### src/rtl/character_engine.sv
// Dino-jump player character: per frame it erases the old sprite,
// steps the jump/move/duck physics and redraws from the sprite ROM.
module character_engine #(
  parameter int SPR_W     = 4,
  parameter int SPR_H     = 16,
  parameter int X_W       = 8,
  parameter int Y_W       = 7,
  parameter int COLOUR_W  = 3,
  parameter int SCREEN_W  = 160,
  parameter int GROUND_Y  = 51,
  parameter int X_INIT    = 10,
  parameter int X_STEP    = 1,
  parameter int JUMP_V    = 6,
  parameter int GRAVITY   = 1,
  parameter int MAX_FALL  = 8,
  parameter int BG_COLOUR = 0,
  localparam int N        = SPR_W * SPR_H,
  localparam int AW       = $clog2(N)
) (
  input  logic                clock,
  input  logic                reset,
  input  logic                start,
  input  logic                jump,
  input  logic                duck,
  input  logic                left,
  input  logic                right,
  output logic                busy,
  output logic                done,
  output logic [X_W-1:0]      x,
  output logic [Y_W-1:0]      y,
  output logic [COLOUR_W-1:0] colour,
  output logic                plot,
  output logic [AW-1:0]       sprite_addr,
  input  logic [COLOUR_W-1:0] sprite_pixel,
  output logic [X_W-1:0]      x_pos,
  output logic [Y_W-1:0]      y_pos,
  output logic                ducking,
  output logic                airborne
);

  localparam int VW = Y_W + 2;

  localparam logic signed [VW-1:0] GND_S  = VW'(GROUND_Y);
  localparam logic signed [VW-1:0] TOFF_V = VW'(GRAVITY - JUMP_V);
  localparam logic signed [VW-1:0] GRV_S  = VW'(GRAVITY);
  localparam logic signed [VW-1:0] MAXF_S = VW'(MAX_FALL);
  localparam logic [AW-1:0]        K_LAST = AW'(N - 1);
  localparam logic [X_W:0]         XSTEP  = (X_W+1)'(X_STEP);

  typedef enum logic [2:0] {
    S_IDLE,
    S_CLEAR,
    S_UPDATE,
    S_DRAW,
    S_FLUSH
  } state_e;

  state_e                state_q;
  logic [AW-1:0]         k_q;
  logic                  busy_q;
  logic                  done_q;
  logic                  plot_q;
  logic                  rom_sel_q;
  logic [X_W-1:0]        x_q;
  logic [Y_W-1:0]        y_q;
  logic [COLOUR_W-1:0]   colour_q;
  logic [AW-1:0]         addr_q;

  logic [X_W-1:0]        xpos_q;
  logic [Y_W-1:0]        ypos_q;
  logic signed [VW-1:0]  vel_q;
  logic                  air_q;
  logic                  arm_q;
  logic                  duck_q;

  logic [X_W-1:0]        px_q;
  logic [Y_W-1:0]        py_q;
  logic                  pduck_q;

  logic [X_W-1:0]        xpos_d;
  logic [Y_W-1:0]        ypos_d;
  logic signed [VW-1:0]  vel_d;
  logic                  air_d;
  logic                  arm_d;
  logic                  duck_d;

  logic signed [VW-1:0]  ysum;
  logic signed [VW-1:0]  vsum;
  logic [X_W:0]          xw;
  logic [X_W:0]          xmax;

  // Footprint x of pixel k; a ducking sprite is rotated and bottom-aligned.
  function automatic logic [X_W-1:0] fp_x(
    input logic [AW-1:0]  k,
    input logic [X_W-1:0] xb,
    input logic           dk
  );
    logic [AW-1:0] row;
    logic [AW-1:0] col;
    row = k / AW'(SPR_W);
    col = k % AW'(SPR_W);
    if (dk) begin
      fp_x = xb + X_W'(SPR_H - 1) - X_W'(row);
    end else begin
      fp_x = xb + X_W'(col);
    end
  endfunction

  // Footprint y of pixel k for the same two orientations.
  function automatic logic [Y_W-1:0] fp_y(
    input logic [AW-1:0]  k,
    input logic [Y_W-1:0] yb,
    input logic           dk
  );
    logic [AW-1:0] row;
    logic [AW-1:0] col;
    row = k / AW'(SPR_W);
    col = k % AW'(SPR_W);
    if (dk) begin
      fp_y = yb + Y_W'(SPR_H - SPR_W) + Y_W'(col);
    end else begin
      fp_y = yb + Y_W'(row);
    end
  endfunction

  // Next-frame physics from the current state and the sampled keys.
  always_comb begin
    ypos_d = ypos_q;
    vel_d  = vel_q;
    air_d  = air_q;
    arm_d  = arm_q | ~jump;
    ysum   = $signed({2'b00, ypos_q}) + vel_q;
    vsum   = vel_q + GRV_S;
    if (!air_q && jump && arm_q) begin
      ypos_d = Y_W'(GROUND_Y - JUMP_V);
      vel_d  = TOFF_V;
      air_d  = 1'b1;
      arm_d  = 1'b0;
    end else if (air_q) begin
      if (ysum >= GND_S) begin
        ypos_d = Y_W'(GROUND_Y);
        vel_d  = '0;
        air_d  = 1'b0;
      end else if (ysum[VW-1]) begin
        ypos_d = '0;
        vel_d  = '0;
      end else begin
        ypos_d = ysum[Y_W-1:0];
        vel_d  = (vsum > MAXF_S) ? MAXF_S : vsum;
      end
    end

    duck_d = duck & ~jump & ~air_d;

    xmax = duck_d ? (X_W+1)'(SCREEN_W - SPR_H)
                  : (X_W+1)'(SCREEN_W - SPR_W);
    xw = {1'b0, xpos_q};
    if (left) begin
      xw = (xw >= XSTEP) ? xw - XSTEP : '0;
    end else if (right) begin
      xw = xw + XSTEP;
    end
    if (xw > xmax) begin
      xw = xmax;
    end
    xpos_d = xw[X_W-1:0];
  end

  // Frame sequencer: clear, update, draw, flush with registered outputs.
  always_ff @(posedge clock) begin
    if (reset) begin
      state_q   <= S_IDLE;
      k_q       <= '0;
      busy_q    <= 1'b0;
      done_q    <= 1'b0;
      plot_q    <= 1'b0;
      rom_sel_q <= 1'b0;
      x_q       <= '0;
      y_q       <= '0;
      colour_q  <= '0;
      addr_q    <= '0;
      xpos_q    <= X_W'(X_INIT);
      ypos_q    <= Y_W'(GROUND_Y);
      vel_q     <= '0;
      air_q     <= 1'b0;
      arm_q     <= 1'b1;
      duck_q    <= 1'b0;
      px_q      <= X_W'(X_INIT);
      py_q      <= Y_W'(GROUND_Y);
      pduck_q   <= 1'b0;
    end else begin
      done_q <= 1'b0;
      unique case (state_q)
        S_IDLE: begin
          if (start) begin
            state_q   <= S_CLEAR;
            busy_q    <= 1'b1;
            k_q       <= '0;
            plot_q    <= 1'b1;
            rom_sel_q <= 1'b0;
            colour_q  <= COLOUR_W'(BG_COLOUR);
            x_q       <= fp_x('0, px_q, pduck_q);
            y_q       <= fp_y('0, py_q, pduck_q);
          end
        end
        S_CLEAR: begin
          if (k_q == K_LAST) begin
            state_q <= S_UPDATE;
            plot_q  <= 1'b0;
          end else begin
            k_q <= k_q + AW'(1);
            x_q <= fp_x(k_q + AW'(1), px_q, pduck_q);
            y_q <= fp_y(k_q + AW'(1), py_q, pduck_q);
          end
        end
        S_UPDATE: begin
          xpos_q  <= xpos_d;
          ypos_q  <= ypos_d;
          vel_q   <= vel_d;
          air_q   <= air_d;
          arm_q   <= arm_d;
          duck_q  <= duck_d;
          px_q    <= xpos_d;
          py_q    <= ypos_d;
          pduck_q <= duck_d;
          state_q <= S_DRAW;
          k_q     <= '0;
          addr_q  <= '0;
        end
        S_DRAW: begin
          plot_q    <= 1'b1;
          rom_sel_q <= 1'b1;
          x_q       <= fp_x(k_q, xpos_q, duck_q);
          y_q       <= fp_y(k_q, ypos_q, duck_q);
          if (k_q == K_LAST) begin
            state_q <= S_FLUSH;
          end else begin
            k_q    <= k_q + AW'(1);
            addr_q <= k_q + AW'(1);
          end
        end
        S_FLUSH: begin
          state_q   <= S_IDLE;
          plot_q    <= 1'b0;
          rom_sel_q <= 1'b0;
          busy_q    <= 1'b0;
          done_q    <= 1'b1;
        end
        default: begin
          state_q <= S_IDLE;
          plot_q  <= 1'b0;
          busy_q  <= 1'b0;
        end
      endcase
    end
  end

  assign busy        = busy_q;
  assign done        = done_q;
  assign plot        = plot_q;
  assign x           = x_q;
  assign y           = y_q;
  assign colour      = rom_sel_q ? sprite_pixel : colour_q;
  assign sprite_addr = addr_q;
  assign x_pos       = xpos_q;
  assign y_pos       = ypos_q;
  assign ducking     = duck_q;
  assign airborne    = air_q;

endmodule

### config.mk
export PLATFORM = sky130hd
export DESIGN_NAME = character_engine
export DESIGN_NICKNAME = d
export VERILOG_FILES = /design/src/rtl/character_engine.sv
export SDC_FILE = /design/constraint.sdc
export NUM_CORES = 1
export LEC_CHECK = 0
export BUFFER_PORTS_ARGS = -buffer_cell sky130_fd_sc_hd__buf_2
export CORE_UTILIZATION = 35
export CTS_BUF_LIST = sky130_fd_sc_hd__clkbuf_4 sky130_fd_sc_hd__clkbuf_8
export DETAILED_ROUTE_END_ITERATION = 6
export SETUP_SLACK_MARGIN = 0.1
export SYNTH_ARGS = -nofsm -noshare
export SYNTH_HDL_FRONTEND = slang
export SYNTH_SLANG_ARGS = --single-unit
### constraint.sdc
create_clock -name clock -period 7.33 [get_ports clock]
set_clock_uncertainty 0.1 [all_clocks]
set_input_delay 0.733 -clock clock [delete_from_list [all_inputs] [get_ports clock]]
set_output_delay 0.733 -clock clock [all_outputs]
set_load 0.01 [all_outputs]
# Yosys cells after proc, flatten, opt, wreduce, memory -nomap -nowiden
# Cells that the tools add are included.
[totals]
mem_bits_ro = 0
ram_bits = 0
register_bits = 61
latchBits = 0
n_memories = 0
[op_classes]
reduce_logical = 19
addsub = 15
n_shift = 0
muxes = 46
bitwise = 7
mul = 0
n_eq_ne = 11
div_mod_pow = 0
order_cmp = 4
[ops]
columns = ["op", "count"]
rows = [
  ["2-to-1 mux 9 bit", 8],
  ["2-to-1 mux 7 bit", 9],
  ["2-to-1 mux 8 bit", 6],
  ["one-hot mux 8 bit (3 select lines)", 1],
  ["one-hot mux 7 bit (3 select lines)", 1],
  ["one-hot mux 6 bit (3 select lines)", 1],
  ["adder 8 x 2 -> 8 bit", 2],
  ["subtractor 8 x 4 -> 8 bit", 2],
  ["adder 7 x 2 -> 7 bit", 2],
  ["adder 7 x 4 -> 7 bit", 2],
  ["2-to-1 mux 3 bit", 4],
  ["2-to-1 mux 6 bit", 2],
  ["!= test 2 bit, second input constant", 6],
  ["one-hot mux 3 bit (4 select lines)", 1],
  ["one-hot mux 6 bit (2 select lines)", 1],
  ["AND reduction 3 bit", 4],
  ["adder 8 x 1 -> 9 bit, second input constant", 1],
  ["adder 8 x 9 -> 9 bit", 1],
  ["adder 9 x 2 -> 9 bit, second input constant", 1],
  [">= comparator 9 x 7 -> 1 bit, second input constant", 1],
  ["> comparator 9 x 5 -> 1 bit, second input constant", 1],
  ["> comparator 9 x 8 -> 1 bit", 1],
  ["nonzero test 3 bit", 3],
  ["subtractor 8 x 1 -> 9 bit, second input constant", 1],
  ["23 further kinds", 40],
]

# Longest topological paths before layout
[depth]
ltp_word = 10
ltp_mapped = 14
mapped_depth_nobuf = 14

# Worst setup path after synthesis
# Ideal clock, no wire load.
[synth_timing]
path_type = "reg-to-reg"
from = "reg px_q[0]"
to = "reg x_q[6], in the netlist x[6]"
stages_incl_launch_ff = 15
required_ps = 7098
synth_period_minus_slack_ps = 3641
arrival_time_ps = 3409
slack_ps = 3689
cell_sequence = "dfxtp_1 -> buf_2 -> inv_1 -> ha_1 -> inv_1 -> fa_1 -> a21o_1 -> a21oi_1 -> mux2_2 -> a32o_1 -> a21oi_1 -> xor2_1 -> nor3_1 -> a221oi_1 -> a21oi_1"
[synth_via]
elab_chain_cells = 5
elab_cells_between_ends = 11
cone_classes = "add/sub (5); mux (6)"
[synth_lines]
columns = ["item", "line", "source"]
rows = [
  ["from (decl)", "76", "logic [X_W-1:0] px_q;"],
  ["from (signal assigned)", "188", "px_q <= X_W'(X_INIT);"],
  ["from (signal assigned)", "223", "px_q <= xpos_d;"],
  ["adder 8 x 4 -> 8 bit", "n/a", ""],
  ["subtractor 8 x 4 -> 8 bit", "103", "fp_x = xb + X_W'(SPR_H - 1) - X_W'(row);"],
  ["2-to-1 mux 8 bit", "102", "if (dk) begin"],
  ["2-to-1 mux 8 bit", "207", "if (k_q == K_LAST) begin"],
  ["one-hot mux 8 bit (3 select lines) (*)", "193", "unique case (state_q)"],
  ["to (signal assigned)", "202", "x_q <= fp_x('0, px_q, pduck_q);"],
  ["to (signal assigned)", "212", "x_q <= fp_x(k_q + AW'(1), px_q, pduck_q);"],
  ["to (signal assigned)", "233", "x_q <= fp_x(k_q, xpos_q, duck_q);"],
  ["to (decl)", "64", "logic [X_W-1:0] x_q;"],
]
# Every way passes the cells marked *; elsewhere a longest branch is shown, timed or not. The select of a mux whose other input is x is not followed.
# A chain may end at the register's enable or synchronous reset.

# Worst setup path in the final report
[layout_timing]
from = "reg px_q[1]"
to = "reg x_q[6], in the netlist x[6]"
# The elaborated chain is that of the path after synthesis.

==> metrics.md <==
| Metric | Value |
|---|---|
| Slowest CP cell | dfxtp_1 |
| Die Ht | 127 um |
| Status | finished clean |
| Slew @ Worst Pin | 849 ps |
| Number of synthesized flops with an enable pin | 0 |
| Period Utilization, post-route | 0.543 |
| Global-route wire length before repair | 24.4 mm |
| Initial antenna violation count | 0 |
| Number of DRC markers in iteration 0 | 291 |
| Crit path max-delay family | compound AO/OA/AOI/OAI gates |
| Total global-route track usage | 0.194 |
| Clock transition at the registers of the reported paths | 80 ps |
| Clk Latency, worst-skew pair | 360 ps |
| IO Pins | 54 |
| Area grow syn2layout | 10.0% |
| Post-CTS Resized | 0 |
| Synth Flop Type | dfxtp_1 |
| Yosys warns | 0 |
| Slew Viols, Final | 0 |
| Hold WS | 349 ps |
| R2r worst-path depth | 13 |
| Post-synthesis sequential area ratio | 0.225 |
| Vias in the first global route | 4,604 |
| Total design power | 0.000711 W |
| Buffer and inverter count on the worst path | 2 |
| Layout net count | 784 |
| Hold_buf cts | 0 |
| CTS root buf | clkbuf_8 |
| HP Class | register to register |
| Routed Antenna Nets | 0 |
| WP depth | 13 |
| Critical path class | register to register |
| RD Place Congestion | 0.842 |
| Pwr dens | 119 mW/mm^2 |
| CTS tree | done |
| Pin count of the biggest net entering global routing | 51 |
| Hold depth | 2 |
| Syn Nets | 760 |
| Die ar. | 0.0160 mm^2 |
| WL/cell | 16.4 um |
| CTS buffer count | 9 |
| Starting Density | 0.358 |
| Commonest non-fill, non-tap cells in the layout | 72 x a21oi_1, 61 x nor2_1, 61 x dfxtp_1 |
| Arrival time worst endpoint | 4130 ps |
| Final setup vio count | 0 |
| RSZ-0062 raised after global routing | no |
| Total gr overflow | 0 |
| Clock sinks | 61 |
| Core Region | 0.0152 mm^2 |
| Max-cap violations | 0 |
| Worst path required time | 7480 ps |
| P_leak | 2.46 nW |
| Unique masters post-synth | 74 |
| Startpoint types | register |
| Post-synthesis area per instance | 7.74 um^2 |
| Port Buffers | 53 |
| FP Rows | 45 |
| Layout cell share with drive strength beyond 1 | 0.127 |
| Most common cell after layout, fill and taps aside | a21oi_1 |
| Max-slew headroom | 0.433 |
| CP Cell Sequence | inv_1 -> ha_1 -> inv_1 -> fa_1 -> a21o_1 -> a21oi_1 -> mux2_2 -> a32o_1 -> a21oi_1 -> xor2_1 -> nor3_1 -> a221oi_1 -> a21oi_1 |
| Avg Vias per Cell | 5.54 |
| N_diodes | 0 |
| Final WL | 15.0 mm |
| Seq cells post-synth | 61 |
| Maximum VDD drop | 0.0000695 V |
| Max Clk Rate | 0.251 GHz |
| DP HPWL | 10.9 mm |
| Min Tclk post-route | 3980 ps |
| Htree depth | 3 |
| Setup tns final | 0 ps |
| # fillers | 1,614 |
| Max stage delay on crit path | 700 ps |
| Critical Path Most Common Cell | a21oi_1 |
| Chip Width | 127 um |
| DRC | 0 |
| Synthesized area | 0.00544 mm^2 |
| Post-synthesis async set-or-reset flop share | 0 |
| Vias | 5,082 |
| CTS max path bufs | 2 |
| Final hold violation count | 0 |
| CP Capture Type | register |
| Iteration count of the initial detailed-routing pass | 5 |
| Largest fanout on the critical path | 14 |
| Mapped Cells | 702 |
| Post-CTS setup repair buffer count | 0 |
-- worst reg2reg max path: cells and delay by family, from the launching register on --
family / cells / cell delay, ps
mux: 1 / 370
compound gates: 6 / 1170
buf+inv: 2 / 380
fa+ha+maj: 2 / 930
xor+xnor: 1 / 150
flops: 1 / 700
simple gates: 1 / 60
-- Yosys cell counts, types with 6 or more instances --
library cell,n,area share
a211oi_1,12,0.017
a21o_1,13,0.018
a21oi_1,72,0.066
a31oi_1,6,0.0069
and2_1,6,0.0069
and3_1,11,0.013
buf_2,6,0.0055
clkbuf_1,34,0.023
dfxtp_1,61,0.22
fa_1,9,0.033
ha_1,39,0.090
inv_1,33,0.023
nand2_1,49,0.034
nand2b_1,10,0.012
nand3_1,11,0.010
nand4_1,8,0.0092
nor2_1,61,0.042
nor2b_1,8,0.0092
nor3_1,30,0.028
nor4_1,6,0.0069
o211ai_1,12,0.017
o21ai_0,44,0.041
o21ai_1,6,0.0055
or3_1,6,0.0069
xnor2_1,32,0.052
xor2_1,26,0.042
-- final timing paths --
path	slack (ps)	end	from
worst max-delay path	3350	x[6]$_SDFFE_PP0P_	px_q[1]$_SDFFE_PP1P_
worst max register to register	3350	x[6]$_SDFFE_PP0P_	px_q[1]$_SDFFE_PP1P_
worst min register to register	350	y[4]$_SDFFE_PP0P_	y[4]$_SDFFE_PP0P_
worst min-delay path	350	y[4]$_SDFFE_PP0P_	y[4]$_SDFFE_PP0P_
-- cells by family after synthesis --
| group | count (synthesis) | synth area share |
|---|---|---|
| compound gates | 210 | 0.251 |
| xor+xnor | 59 | 0.0965 |
| simple gates | 234 | 0.220 |
| buf+inv | 80 | 0.0594 |
| mux | 10 | 0.0258 |
| flops | 61 | 0.225 |
| fa+ha+maj | 48 | 0.123 |
-- sequential cells by signal, summed over array words and instances (netlist names) --
signal,flops
done,1
arm_q,1
plot,1
sprite_addr,6
pduck_q,1
x,8
px_q,8
vel_q,9
y,7
busy,1
py_q,7
k_q,6
state_q,3
rom_sel_q,1
airborne,1
-- area by class of cell --
cell class,count,area [um^2],share of cell area
multi-input cells,561,3900,0.652
flip-flops and latches,61,1220,0.204
repair buffers,60,318,0.0531
well taps,188,235,0.0393
clock buffers,14,180,0.0301
inverters,33,124,0.0207
clock inverters,1,5.00,0.000837
-- layer usage --
| layer | part of all wire | up-vias | global-route usage |
|---|---|---|---|
| li1 | - | 2587 | - |
| met1 | 0.49 | 2373 | 0.257 |
| met2 | 0.47 | 108 | 0.324 |
| met3 | 0.033 | 14 | 0.0316 |
| met4 | 0.013 | 0 | 0.0560 |
| met5 | 0 | - | 0 |
-- through the flow --
step	util	setup slack (ps)	cell area, um^2	cells
6_report	0.393	3350	5980	918
5_1_grt	0.393	3010	5980	918
4_1_cts	0.393	3330	5980	918
3_5_place_dp	0.381	3360	5790	903
3_3_place_gp	0.381	3470	5790	903
2_1_floorplan	-	3690	5440	702
-- report_power, final --
part | switching, W | internal [W]
Clock | 0.000137 | 0.000156
Sequential | 0.00000629 | 0.000339
Combinational | 0.0000466 | 0.0000260
Total | 0.000190 | 0.000521
(Power assumes the default switching activity.)
